--- config.mk ---
export PLATFORM = sky130hd
export DESIGN_NAME = mem_port
export DESIGN_NICKNAME = d
export VERILOG_FILES = /design/src/rtl/mem_port.sv
export SDC_FILE = /design/constraint.sdc
export NUM_CORES = 1
export LEC_CHECK = 0
export CORE_ASPECT_RATIO = 1.5
export CORE_MARGIN = 2
export CORE_UTILIZATION = 30
export CTS_CLUSTER_DIAMETER = 100
export DETAILED_ROUTE_END_ITERATION = 8
export HOLD_SLACK_MARGIN = 0.06
export MAX_ROUTING_LAYER = met4
export PLACE_DENSITY_LB_ADDON = 0.2
export REMOVE_ABC_BUFFERS = 1
export SLEW_MARGIN = 30
export SYNTH_ARGS = -nofsm -noshare
export SYNTH_HDL_FRONTEND = slang
export SYNTH_SLANG_ARGS = --single-unit
export TNS_END_PERCENT = 20
--- constraint.sdc ---
create_clock -name clk -period 3.7 [get_ports clk]
set_input_delay 0.555 -clock clk [delete_from_list [all_inputs] [get_ports clk]]
set_output_delay 0.555 -clock clk [all_outputs]
set_load 0.01 [all_outputs]
--- src/rtl/mem_port.sv ---
// Memory access unit: turns controller fetch/load/store intent into a req/ack bus
// transaction and owns IR/MDR. Define MEMPORT_TIMEOUT_EN to abort stalled accesses.
module mem_port #(
    parameter int ADDR_W         = 32,
    parameter int DATA_W         = 32,
    parameter int TIMEOUT_CYCLES = 16
) (
    input  logic              clk,
    input  logic              rst,
    input  logic              start,
    input  logic              IorD,
    input  logic              MemWrite,
    input  logic              IRWrite,
    input  logic [ADDR_W-1:0] pc,
    input  logic [ADDR_W-1:0] alu_out,
    input  logic [DATA_W-1:0] wdata,
    output logic              mem_req,
    output logic              mem_we,
    output logic [ADDR_W-1:0] mem_addr,
    output logic [DATA_W-1:0] mem_wdata,
    input  logic              mem_ack,
    input  logic [DATA_W-1:0] mem_rdata,
    output logic [DATA_W-1:0] IR,
    output logic [DATA_W-1:0] MDR,
    output logic              busy,
    output logic              done,
    output logic              err,
    output logic [1:0]        dbg_state
);

    // Handshake: mem_req/mem_we/mem_addr/mem_wdata are held stable from the cycle
    // after start is accepted until the edge that samples mem_ack high; mem_ack is
    // a one-cycle pulse with mem_rdata valid in that same cycle, and is ignored
    // whenever no request is outstanding.
    typedef enum logic [1:0] {
        IDLE = 2'd0,
        BUS  = 2'd1,
        DONE = 2'd2
    } state_t;

    state_t            state, state_nxt;
    logic [ADDR_W-1:0] addr_sel;
    logic              misaligned;
    logic              dest_ir;
    logic              timeout_hit;

    assign addr_sel   = IorD ? alu_out : pc;
    assign misaligned = (addr_sel[1:0] != 2'b00);

`ifdef MEMPORT_TIMEOUT_EN
    localparam int CNT_W = $clog2(TIMEOUT_CYCLES + 1);
    logic [CNT_W-1:0] to_cnt;

    // Counter sits at zero outside BUS, so it is clear on every BUS entry.
    always_ff @(posedge clk) begin
        if (rst || state != BUS) begin
            to_cnt <= '0;
        end else if (!mem_ack) begin
            to_cnt <= to_cnt + 1'b1;
        end
    end

    assign timeout_hit = (to_cnt == CNT_W'(TIMEOUT_CYCLES - 1));
`else
    // Without the timeout the bus waits forever; the parameter is inert.
    assign timeout_hit = (TIMEOUT_CYCLES < 0);
`endif

    always_ff @(posedge clk) begin
        if (rst) begin
            state <= IDLE;
        end else begin
            state <= state_nxt;
        end
    end

    always_comb begin
        state_nxt = state;
        case (state)
            IDLE:    if (start) state_nxt = misaligned ? DONE : BUS;
            BUS:     if (mem_ack || timeout_hit) state_nxt = DONE;
            DONE:    state_nxt = IDLE;
            default: state_nxt = IDLE;
        endcase
    end

    always_ff @(posedge clk) begin
        if (rst) begin
            mem_req   <= 1'b0;
            mem_we    <= 1'b0;
            mem_addr  <= '0;
            mem_wdata <= '0;
            dest_ir   <= 1'b0;
            IR        <= '0;
            MDR       <= '0;
            done      <= 1'b0;
            err       <= 1'b0;
        end else begin
            done <= 1'b0;
            err  <= 1'b0;
            case (state)
                IDLE: begin
                    if (start) begin
                        mem_addr  <= addr_sel;
                        mem_wdata <= wdata;
                        dest_ir   <= IRWrite;
                        if (misaligned) begin
                            done <= 1'b1;
                            err  <= 1'b1;
                        end else begin
                            mem_req <= 1'b1;
                            mem_we  <= MemWrite;
                        end
                    end
                end
                BUS: begin
                    // An ack on the timeout cycle still counts as a normal completion.
                    if (mem_ack) begin
                        mem_req <= 1'b0;
                        mem_we  <= 1'b0;
                        done    <= 1'b1;
                        if (!mem_we) begin
                            if (dest_ir) IR <= mem_rdata;
                            else         MDR <= mem_rdata;
                        end
                    end else if (timeout_hit) begin
                        mem_req <= 1'b0;
                        mem_we  <= 1'b0;
                        done    <= 1'b1;
                        err     <= 1'b1;
                    end
                end
                default: ;
            endcase
        end
    end

    assign busy      = (state != IDLE);
    assign dbg_state = state;

endmodule

==> results.md <==
- The endpoint type of the worst setup path is an output port.
- The HPWL after detailed placement is approximately 11 mm.
- During synthesis, Yosys emitted a total of 0 warnings.
- Entering global routing, the biggest net connects between 80 and 90 pins.
- The total power divided by cell area is 459.2 nW/µm².
- The detail route stage leaves a number of antenna-violating nets equal to 0.
- VDD sags by at most 0.0002457 V.
- The clock insertion delay at the later pin of the skew report is about 410 ps.
- The count of input and output buffers is about 270.
- The category of the worst setup path launch point is a flop.
- The share of the core filled with cells is 48.76%.
- The critical path data arrival time is 1790 ps.
- The total negative setup slack is 0 ps.
- The first routing iteration left between 500 and 600 violations.
- Dividing the detail-routed wire length by the instance count gives between 15 and 20 µm.
- After layout, the minimum clock period comes to around 2300 ps.
- Based on the critical path, the design can be clocked at up to 0.4273 GHz.
- The worst hold path belongs to the class reg2reg.
- The layout has 1,725 filler cells.
- For the pin with the worst max-slew slack, the measured transition is 811.2 ps.
- In this run, distinct cell masters in the synthesized netlist total 35.
- In this run the tightest slew margin relative to its limit is 45.92%.
- After clock tree synthesis, the flow added hold-fix buffers numbering 0.
- The via total after detailed routing is 5,209.
- Synthesis produced about 600 cells.
- The mean area per synthesized cell is ~8.8 µm².
- TritonCTS built the clock tree.
- Global routing finished with a remaining overflow of 0.
- The die is around 110 µm wide.
- The first global-routing pass estimated about 26 mm of wire.
- The number of rows in the core area is 60.
- The number of hold-slack violations in the final timing report came to 0.
- The full die area is 19,120 µm².
- The category of the critical setup timing path is reg2out.
- The depth of the CTS H-tree is 4.
- The per-cell via count in the routed design is slightly below 5.
- Clock skew on the completed layout was measured at 9.399 ps.
- The total routing resource utilization after global routing is roughly 17%.
- The final number of max-transition violations is 0.
- The share of the cycle needed by the critical path after routing is a little over three fifths.
- During I/O placement, the number of pins put on the boundary was 270.
- The register area is around 2700 µm².
- Setup repair after global routing left no endpoint under its margin.
- The multi-input combinational cells in the finished layout cover a total of about 2300 µm².
- The number of remaining DRC errors is 0.
- Summed over all layers, the routed wires come to ~16 mm.
- The final antenna diode count is 0.
- The cell area after technology mapping is 5403 µm².
- Of the cells placed in the final design, the portion with a size suffix greater than 1 is 5.951%.
- The area growth from synthesis to layout is 60.58%.
- For this design the static power due to leakage is slightly above 0.003 µW.
- No sink is reached through more buffers than the 2 on the longest clock path.
- Once the floorplan was initialized, standard cells occupied a little under a third of the core.
- The number of resized instances in the post-cts repair step is 0.
- The most frequent standard cell in the layout excluding fill and tap cells is clkdlybuf4s50_1.
- Counting every sink on the clock net gives about 140.
- Setup violations remaining at the end of the flow were counted as 0.
- The iteration count of the initial detailed-routing pass is 5.
- The number of buffers inserted to repair setup after CTS is 0.
- The run finished with clean final reports.
- The library cells used most frequently in the layout, excluding fill and tap cells, are clkdlybuf4s50_1, dfxtp_1, a21oi_1.
- The final layout net count is a little under 1,000.
- The sequential cell area fraction in the yosys report is about 50%.
- The region available for standard cell placement spans 17,790 µm².
- Counting the buffers created by CTS gives 17.
- The number of global-route vias before repair is 5,004.
- The largest fanout of any net on the critical path is 14.
- The die height is about 170 µm.
- STA puts the critical path data required time at 3140 ps.
- The number of antenna violations at the first check in global routing is 0.
- Counting flops and latches in the post-synthesis netlist gives roughly 140.
- The number of maximum-capacitance violations is 0.
- Clock-pin slew was measured on the worst setup and hold paths at about 60 ps.
- The clock tree root driver cell is clkbuf_16.
- The placer's final routability congestion estimate is around 0.73.
-- where the power goes --
part | switching, µW | leakage [µW] | total [µW] | internal (µW)
sequential | 34.9 | 0.00110 | 1560 | 1520
clock | 652 | 0.000324 | 1880 | 1230
combinational | 247 | 0.00165 | 551 | 304
-- flip-flops by register name, summed over array words and instances (netlist names) --
signal / count
err: 1
IR: 32
dest_ir: 1
MDR: 32
mem_addr: 32
done: 1
dbg_state: 2
mem_wdata: 32
mem_req: 1
mem_we: 1
-- layout make-up --
class	count	area share, %
clock buffers	19	5.105
clock inverters	13	2.452
repair buffers	275	31.66
well taps	217	3.130
multi-input cells	412	26.33
flip-flops and latches	135	31.17
inverters	3	0.1586
-- logic make-up (layout without fill, tap and decap cells) --
| logic type | Yosys count | count (layout) | share of synthesized area [%] |
|---|---|---|---|
| simple gates | 177 | 177 | 15.35 |
| mux | 33 | 33 | 6.137 |
| flops | 135 | 135 | 50.02 |
| compound gates | 202 | 202 | 20.70 |
| buf+inv | 65 | 310 | 7.781 |
-- worst max-delay path, stage by stage, from the launching register on --
cell,delay (ps)
dfxtp_1,630
or2_2,190
clkdlybuf4s50_1,560
-- per-layer routing --
layer | part of all wire (%) | vias up | GRT usage, %
met5 | 0 | - | -
met4 | 1.6 | 0 | 5.143
met3 | 7.1 | 17 | 5.472
met2 | 49 | 203 | 27.73
met1 | 43 | 2367 | 21.13
li1 | - | 2622 | -
-- worst paths after layout --
check | startpoint | to | slack, ps | depth (start not counted)
worst max-delay path | dbg_state[0] | busy | 1360 | 2
worst min register to register | mem_wdata[14] | mem_wdata[14] | 450 | 2
worst max register to register | dbg_state[0] | IR[16] | 1410 | 4
worst min-delay path | mem_wdata[14] | mem_wdata[14] | 450 | 2
-- cell usage after synthesis --
master / count / share of area (%)
a211oi_1: 33 / 4.6
a21bo_2: 1 / 0.19
a21oi_1: 97 / 9.0
a31oi_1: 2 / 0.23
and2b_1: 2 / 0.28
and4bb_4: 1 / 0.30
buf_12: 7 / 2.6
buf_2: 17 / 1.6
buf_4: 5 / 0.69
buf_6: 3 / 0.63
clkbuf_1: 30 / 2.1
dfxtp_1: 135 / 50
inv_1: 2 / 0.14
inv_2: 1 / 0.069
mux2_2: 1 / 0.21
mux2i_1: 32 / 5.9
nand2_1: 67 / 4.7
nand3_1: 62 / 5.7
nand3_2: 2 / 0.37
nand4bb_1: 1 / 0.21
nor2_1: 32 / 2.2
nor3_1: 3 / 0.28
nor3b_2: 1 / 0.23
nor3b_4: 1 / 0.35
nor4_1: 1 / 0.12
o2111ai_1: 1 / 0.16
o211a_1: 1 / 0.19
o21a_1: 1 / 0.14
o21ai_0: 58 / 5.4
o21ai_1: 7 / 0.65
o41a_1: 1 / 0.21
or2_2: 1 / 0.12
or2b_1: 1 / 0.14
or3b_1: 1 / 0.16
or4b_1: 1 / 0.19
-- through the flow --
stage | cells | hold WS [ps] | worst slack, ps | area (µm²) | power (µW)
2_1_floorplan | 550 | 474.5 | 944.4 | 4994 | 1772
3_3_place_gp | 1042 | 441.9 | 942.6 | 8014 | 2144
3_5_place_dp | 1042 | 446.3 | 909.3 | 8016 | 2145
4_1_cts | 1074 | 455.3 | 1330 | 8672 | 4050
5_1_grt | 1074 | 469.0 | 1102 | 8676 | 4157
6_report | 1074 | 452.9 | 1360 | 8676 | 3984
Power figures use the tool's default switching activity.
